$ cat src/rtl/fifo_rd_ctrl_if.sv
// Handshake bundle between fifo_rd_ctrl, the fifo_mem read port and the downstream consumer.
// master = controller side, slave = FIFO/consumer side.
interface fifo_rd_ctrl_if #(
  parameter int unsigned DATA_WIDTH = 16
) ();
  logic [DATA_WIDTH-1:0] fifo_data;
  logic                  fifo_empty;
  logic                  fifo_threshold;
  logic                  fifo_rd;
  logic                  m_valid;
  logic                  m_ready;
  logic [DATA_WIDTH-1:0] m_data;

  modport master (
    input  fifo_data, fifo_empty, fifo_threshold, m_ready,
    output fifo_rd, m_valid, m_data
  );

  modport slave (
    output fifo_data, fifo_empty, fifo_threshold, m_ready,
    input  fifo_rd, m_valid, m_data
  );
endinterface

$ cat src/rtl/fifo_rd_ctrl.sv
// Burst drain controller for fifo_mem: pulls words on threshold or idle timeout and
// presents them on a valid/ready stream through a 2-entry buffer.
module fifo_rd_ctrl #(
  parameter int unsigned DATA_WIDTH = 16,
  parameter int unsigned BURST_LEN  = 4,
  parameter int unsigned IDLE_WAIT  = 8,
  parameter int unsigned CNT_WIDTH  = 16
) (
  input  logic                 clk,
  input  logic                 rst_n,
  input  logic                 enable,
  fifo_rd_ctrl_if.master       bus,
  output logic [CNT_WIDTH-1:0] rd_count,
  output logic                 busy
);

  localparam int unsigned BurstW = $clog2(BURST_LEN + 1);
  localparam int unsigned WaitW  = $clog2(IDLE_WAIT + 1);

  typedef enum logic [1:0] {StIdle, StDrain, StFlush} state_e;

  state_e                state_q, state_d;
  logic [1:0]            occ_q, occ_d;
  logic                  inflight_q;
  logic [DATA_WIDTH-1:0] buf0_q, buf0_d, buf1_q, buf1_d;
  logic [BurstW-1:0]     burst_cnt_q, burst_cnt_d;
  logic [WaitW-1:0]      wait_cnt_q, wait_cnt_d;
  logic [CNT_WIDTH-1:0]  rd_count_q;
  logic                  valid, pop, push, rd;
  logic [1:0]            credit_used;

  assign valid = (occ_q != 2'd0);
  assign pop   = valid && bus.m_ready;
  // The word read last cycle is on fifo_data now.
  assign push  = inflight_q;

  // Entries held plus the one in flight, minus the one leaving this cycle, must leave room.
  assign credit_used = occ_q + {1'b0, inflight_q} - {1'b0, pop};
  assign rd = (state_q == StDrain) && !bus.fifo_empty && (credit_used < 2'd2);

  always_comb begin
    occ_d  = occ_q;
    buf0_d = buf0_q;
    buf1_d = buf1_q;
    case ({push, pop})
      2'b10: begin
        if (occ_q == 2'd0) buf0_d = bus.fifo_data;
        else               buf1_d = bus.fifo_data;
        occ_d = occ_q + 2'd1;
      end
      2'b01: begin
        buf0_d = buf1_q;
        occ_d  = occ_q - 2'd1;
      end
      2'b11: begin
        if (occ_q == 2'd1) begin
          buf0_d = bus.fifo_data;
        end else begin
          buf0_d = buf1_q;
          buf1_d = bus.fifo_data;
        end
      end
      default: ;
    endcase
  end

  always_comb begin
    state_d     = state_q;
    burst_cnt_d = burst_cnt_q;
    wait_cnt_d  = wait_cnt_q;
    case (state_q)
      StIdle: begin
        if (!enable) begin
          wait_cnt_d = '0;
        end else if (bus.fifo_threshold) begin
          state_d = StDrain;
        end else if (bus.fifo_empty) begin
          wait_cnt_d = '0;
        end else if (wait_cnt_q == WaitW'(IDLE_WAIT)) begin
          state_d = StDrain;
        end else begin
          wait_cnt_d = wait_cnt_q + WaitW'(1);
        end
      end
      StDrain: begin
        if (rd) burst_cnt_d = burst_cnt_q + BurstW'(1);
        if ((rd && burst_cnt_q == BurstW'(BURST_LEN - 1)) || bus.fifo_empty || !enable) begin
          state_d = StFlush;
        end
      end
      StFlush: begin
        if (!inflight_q) begin
          state_d     = StIdle;
          burst_cnt_d = '0;
          wait_cnt_d  = '0;
        end
      end
      default: state_d = StIdle;
    endcase
  end

  always_ff @(posedge clk or negedge rst_n) begin
    if (!rst_n) begin
      state_q     <= StIdle;
      occ_q       <= 2'd0;
      inflight_q  <= 1'b0;
      buf0_q      <= '0;
      buf1_q      <= '0;
      burst_cnt_q <= '0;
      wait_cnt_q  <= '0;
      rd_count_q  <= '0;
    end else begin
      state_q     <= state_d;
      occ_q       <= occ_d;
      inflight_q  <= rd;
      buf0_q      <= buf0_d;
      buf1_q      <= buf1_d;
      burst_cnt_q <= burst_cnt_d;
      wait_cnt_q  <= wait_cnt_d;
      rd_count_q  <= rd_count_q + {{(CNT_WIDTH - 1){1'b0}}, pop};
    end
  end

  assign bus.fifo_rd = rd;
  assign bus.m_valid = valid;
  assign bus.m_data  = buf0_q;
  assign rd_count    = rd_count_q;
  assign busy        = (state_q != StIdle);

endmodule

$ cat src/flat_wrapper.sv
// flat-port wrapper written by rule: the top's interface ports become plain ports
module fifo_rd_ctrl_flat 
#(
  parameter int unsigned DATA_WIDTH = 16,
  parameter int unsigned BURST_LEN  = 4,
  parameter int unsigned IDLE_WAIT  = 8,
  parameter int unsigned CNT_WIDTH  = 16
)
  (clk, rst_n, enable, rd_count, busy, bus_fifo_data, bus_fifo_empty, bus_fifo_threshold, bus_m_ready, bus_fifo_rd, bus_m_valid, bus_m_data);
  fifo_rd_ctrl_if #(.DATA_WIDTH(DATA_WIDTH)) bus_i ();
  input  logic clk;
  input  logic rst_n;
  input  logic enable;
  output logic [CNT_WIDTH-1:0] rd_count;
  output logic busy;
  input wire logic [$bits(bus_i.fifo_data)-1:0] bus_fifo_data;
  input wire logic [$bits(bus_i.fifo_empty)-1:0] bus_fifo_empty;
  input wire logic [$bits(bus_i.fifo_threshold)-1:0] bus_fifo_threshold;
  input wire logic [$bits(bus_i.m_ready)-1:0] bus_m_ready;
  output wire logic [$bits(bus_i.fifo_rd)-1:0] bus_fifo_rd;
  output wire logic [$bits(bus_i.m_valid)-1:0] bus_m_valid;
  output wire logic [$bits(bus_i.m_data)-1:0] bus_m_data;
  assign bus_i.fifo_data = bus_fifo_data;
  assign bus_i.fifo_empty = bus_fifo_empty;
  assign bus_i.fifo_threshold = bus_fifo_threshold;
  assign bus_i.m_ready = bus_m_ready;
  assign bus_fifo_rd = bus_i.fifo_rd;
  assign bus_m_valid = bus_i.m_valid;
  assign bus_m_data = bus_i.m_data;
  fifo_rd_ctrl #(.DATA_WIDTH(DATA_WIDTH), .BURST_LEN(BURST_LEN), .IDLE_WAIT(IDLE_WAIT), .CNT_WIDTH(CNT_WIDTH)) u_core (.clk(clk), .rst_n(rst_n), .enable(enable), .bus(bus_i), .rd_count(rd_count), .busy(busy));
endmodule
$ cat config.mk
export PLATFORM = sky130hd
export DESIGN_NAME = fifo_rd_ctrl_flat
export DESIGN_NICKNAME = d
export VERILOG_FILES = /design/src/rtl/fifo_rd_ctrl_if.sv /design/src/rtl/fifo_rd_ctrl.sv /design/src/flat_wrapper.sv
export SDC_FILE = /design/constraint.sdc
export NUM_CORES = 1
export LEC_CHECK = 0
export CELL_PAD_IN_SITES_DETAIL_PLACEMENT = 1
export CELL_PAD_IN_SITES_GLOBAL_PLACEMENT = 1
export CORE_MARGIN = 5
export CORE_UTILIZATION = 43
export CTS_CLUSTER_DIAMETER = 50
export DETAILED_ROUTE_END_ITERATION = 8
export GPL_TIMING_DRIVEN = 1
export PLACE_DENSITY_LB_ADDON = 0.1
export SYNTH_ARGS = -nofsm -noshare
export SYNTH_HDL_FRONTEND = slang
export SYNTH_SLANG_ARGS = --single-unit
$ cat constraint.sdc
create_clock -name clk -period 6.1 [get_ports clk]
set_input_delay 1.22 -clock clk [delete_from_list [all_inputs] [get_ports clk]]
set_output_delay 1.22 -clock clk [all_outputs]
set_load 0.005 [all_outputs]
Word level (Yosys, flattened, before mapping)
Cells that the tools add are included.

Input port bits: 22. Bits in read-only memories: 0. Memories: 0. RAM bits: 0. Output and inout port bits: 35. Latch bits: 0. Bits in registers: 60.

Mux-type cells: 23. $mul: 0. Equal/unequal tests: 19. $add $sub $neg: 7. Bitwise gates (word level): 0. Order comparisons: 1. Divide/modulo/power cells: 0. Shifts and indexed selects: 0. Reduce and logical (&&, ||, !) cells: 22.

Operator list (count): $mux W16 (4); $pmux W16 S3 (1); $pmux W16 S2 (1); $mux W4 (5); $add A16 B1 Y16 (1); $mux W2 (6); $reduce_bool A2 Y1 (6); $ne A2 B2 Y1 const B (5); $pmux W4 S2 (1); $eq A2 B1 Y1 const B (3); $eq A2 B2 Y1 const B (3); $mux W3 (2); $ne A3 B3 Y1 const B (2); $pmux W2 S3 (1); $pmux W3 S2 (1); $reduce_and A3 Y1 (2); $reduce_and A5 Y1 (1); $add A4 B1 Y4 const B (1); $eq A4 B4 Y1 const B (1); $logic_and A1 B1 Y1 (4); $logic_not A2 Y1 (2); $ne A2 B1 Y1 const B (2); $ne A4 B4 Y1 const B (1); $pmux W2 S2 (1); 13 further kinds (15).

Depth between registers and ports, before layout
Depth after elaboration: 10. Depth in mapped cells: 10. Depth with buffers taken out: 9.

Worst setup path before layout
No wires, ideal clock.

Path type: in2out. Start: input bus_m_ready. End: output bus_fifo_rd. Required time: 4.880 ns. Arrival time: 2.168 ns. Path buffers: 1. Slack: 2.712 ns. Cell stages on the path: 5. Cell sequence: nor2b_2 buf_6 mux2i_4 mux2i_2 inv_1.

Cells in the longest elaborated chain, start to end: 4.

RTL lines: start, declared (line flat_wrapper.sv:19) `input wire logic [$bits(bus_i.m_ready)-1:0] bus_m_ready;`; $logic_and A1 B1 Y1 (line fifo_rd_ctrl.sv:33) `assign pop = valid && bus.m_ready;`; $sub A2 B1 Y2 (line fifo_rd_ctrl.sv:38) `assign credit_used = occ_q + {1'b0, inflight_q} - {1'b0, pop};`; $lt A2 B2 Y1 (line fifo_rd_ctrl.sv:39) `assign rd = (state_q == StDrain) && !bus.fifo_empty && (credit_used < 2'd2);`; $logic_and A1 B1 Y1 (line fifo_rd_ctrl.sv:39); end, declared (line flat_wrapper.sv:20) `output wire logic [$bits(bus_i.fifo_rd)-1:0] bus_fifo_rd;`.

Every way passes these cells.

Worst setup path after layout
Same ends and word-level chain as after synthesis.

==> flow_summary.ini <==
[synthesis]
synth-seq-cells = 60
synth.distinct_cells = 41
synth_edf_count = 0
synthFlopType = dfrtp_1
synthArstFlopShare_pct = 100
yosys.area.top_type = dfrtp_1
synth_nets = 276
yosysWarnings = 0
synth_largest_type_area_fraction_pct = 53.3
netlist_instances = 247
syn-cell-area_sq_um = 2820
syn_avg_cell_area_sq_um = 11.4
ys_seq_area_share_pct = 53.3
yosys-top-cells-area = dfrtp_1 53%, mux2i_1 7.5%, mux2_2 6.4%, nand2_1 4.7%, o21ai_0 3.9%

[sta]
hold_viol = 0
fin_tns_setup_ns = 0
fmax_mhz = 216
tightest_slew_ns = 0.752
report.final.slew_viol_count = 0
holdWs_ns = 0.475
relSlewSlack_pct = 49.9
rsz0062_at_grt = no
fin_crit_ns = 4.64
clock_skew_ns = 0.00706
period_share_pct = 76.1
setup_viol = 0

[cells_and_area]
fillers = 685
layout.nets = 339
final_cells = 389
drive_above_1_share_pct = 13.8
final_cell_mix = 60 x dfrtp_1, 55 x clkdlybuf4s50_1, 35 x nand2_1
final_core_util_pct = 56.7
synthToLayoutAreaGrowth_pct = 27.9
num_antenna_cells = 0
seq_area_sq_um = 1500
layout_commonest_cell = dfrtp_1
multi_input_area_sq_um = 1220

[cts]
clock_latency_ns = 0.32
ctsRootBufferMaster = clkbuf_8
path_clk_slew_ns = 0.06
cts_tree = done
post_cts_buffers = 0
htree_levels = 3
cts_buffers = 9
postCtsResizedCells = 0
cts_hold_buf = 0
clkSinkCount = 60
clockBufferDepth = 2

[global_route]
met3_usage_pct = 4.55
grt_max_degree = 61
overflow = 0
antenna_found_initial = 0
met2_usage_pct = 24.1
track_usage_pct = 15.4
grt_pass1_wl_microns = 10300
grt_util_met1_pct = 20.6
grt_pass1_vias = 2136
grt_busiest_layer = met2

[flow_run]
cap_viol_max_count = 0

[route]
wl_per_cell_microns = 15.3
dr.first_iter.drc_count = 47
ant_nets = 0
drc = 0
vias = 1979
finalWirelength_microns = 5960
drt_first_pass_iters = 4
viasPerCell = 5.09

[floorplan]
fp.dieW_microns = 90.9
coreArea_sq_um = 6350
die_h_microns = 90.9
start_util_pct = 44.4
pin_count = 57
dieArea_sq_um = 8270
rows = 29

[critical_path]
cp_max_fo = 7
setup.worst_path.class = primary input to output pin
critPathRequiredTime_ns = 4.88
critPathMaxStageDelay_ns = 0.51
r2r_slack_ns = 3.69
crit_chain = clkdlybuf4s50_1, nor2b_2, mux2i_4, mux2i_2, inv_1, clkdlybuf4s50_1
crit_arrival_ns = 3.42
start_kind = primary input
cp_common_cell = clkdlybuf4s50_1
worstSetupEndpointType = output pin
critPathSlowestCell = clkdlybuf4s50_1

[min_path]
hp-class = register to register

[place]
portBuffers = 56
hpwl_microns = 4200
routabilityCongestion = 0.741
post-place-cells = 376

[outcome]
outcome = complete, no violations

[power]
power_leakage_uw = 0.00163
power_density_nw_per_um2 = 413
irDropWorstVdd_mv = 0.222
==> path summary, 6_finish.rpt <==
check	start	to	cells past startpoint
setup / recovery	bus_m_ready	bus_fifo_rd	6
hold / removal	u_core.bus.m_data[14]	u_core.bus.m_data[14]	2
setup reg to reg	u_core.occ_q[1]	u_core.rd_count[8]	9
hold reg to reg	u_core.bus.m_data[14]	u_core.bus.m_data[14]	2
max in group asynchronous	rst_n	u_core.rd_count[5]	2
min in group asynchronous	rst_n	u_core.bus.m_data[14]	2
==> where the power goes <==
part | leakage [uW] | total [uW] | internal [uW] | switching [uW]
Clock | 0.0000831 | 305 | 162 | 143
Sequential | 0.000749 | 652 | 547 | 106
Combinational | 0.000799 | 529 | 307 | 221
==> state kept, by name (all words and copies together) (netlist names) <==
signal and flops:
u_core.occ_q 2, u_core.burst_cnt_q 3, u_core.inflight_q 1, u_core.bus.m_data 16, u_core.buf1_q 16, u_core.state_q 2
u_core.rd_count 16, u_core.wait_cnt_q 4
==> layer usage <==
| layer | part of all wire [%] | up-vias |
|---|---|---|
| met1 | 48 | 957 |
| met4 | 1.1 | 0 |
| met3 | 4.9 | 6 |
| met5 | 0 | - |
| li1 | - | 971 |
| met2 | 46 | 45 |
==> stage by stage <==
stage               setup WS, ns  total power (uW)  instance area (sq um)
floorplan                   2.71               941                   2820
global placement            1.45              1170                   3440
detailed placement          1.39              1200                   3440
CTS                         1.42              1510                   3600
global route                1.24              1610                   3600
finish                      1.46              1490                   3600
==> worst max-delay path: cells and delay by family <==
family | cells | cell delay [ns]
buffers and inverters | 3 | 1.07
multiplexers | 2 | 0.72
AND/OR/NAND/NOR | 1 | 0.42
==> area by class of cell <==
cell class              instances  share of cell area, %
inverters                      10                   1.04
multi-input cells             170                   34.0
repair buffers                 59                   16.0
flip-flops and latches         60                   41.7
clock buffers                  11                   4.20
clock inverters                 2                  0.347
well taps                      77                   2.67
==> Yosys cell counts, types with 4 or more instances <==
master    number
dfrtp_1       60
nand2_1       35
o21ai_0       22
mux2i_1       21
mux2_2        16
xnor2_1       12
inv_1          9
ha_1           7
nor2_1         6
nor3_1         6
nand3_1        5
nand4_1        5
xor2_1         5
nand2b_1       4
==> cells by family (layout without fill, tap and decap cells) <==
logic type | after synthesis | after routing | synth area share, %
DFF | 60 | 60 | 53.3
xor gates and xnor gates | 17 | 17 | 5.29
muxes | 39 | 39 | 15.1
adders and majority gates | 7 | 7 | 3.11
and+or+nand+nor | 77 | 77 | 13.5
buffers and inverters | 17 | 82 | 3.33
AOI/OAI and AO/OA | 30 | 30 | 6.35
No activity file was read; power rests on OpenSTA's default activity.
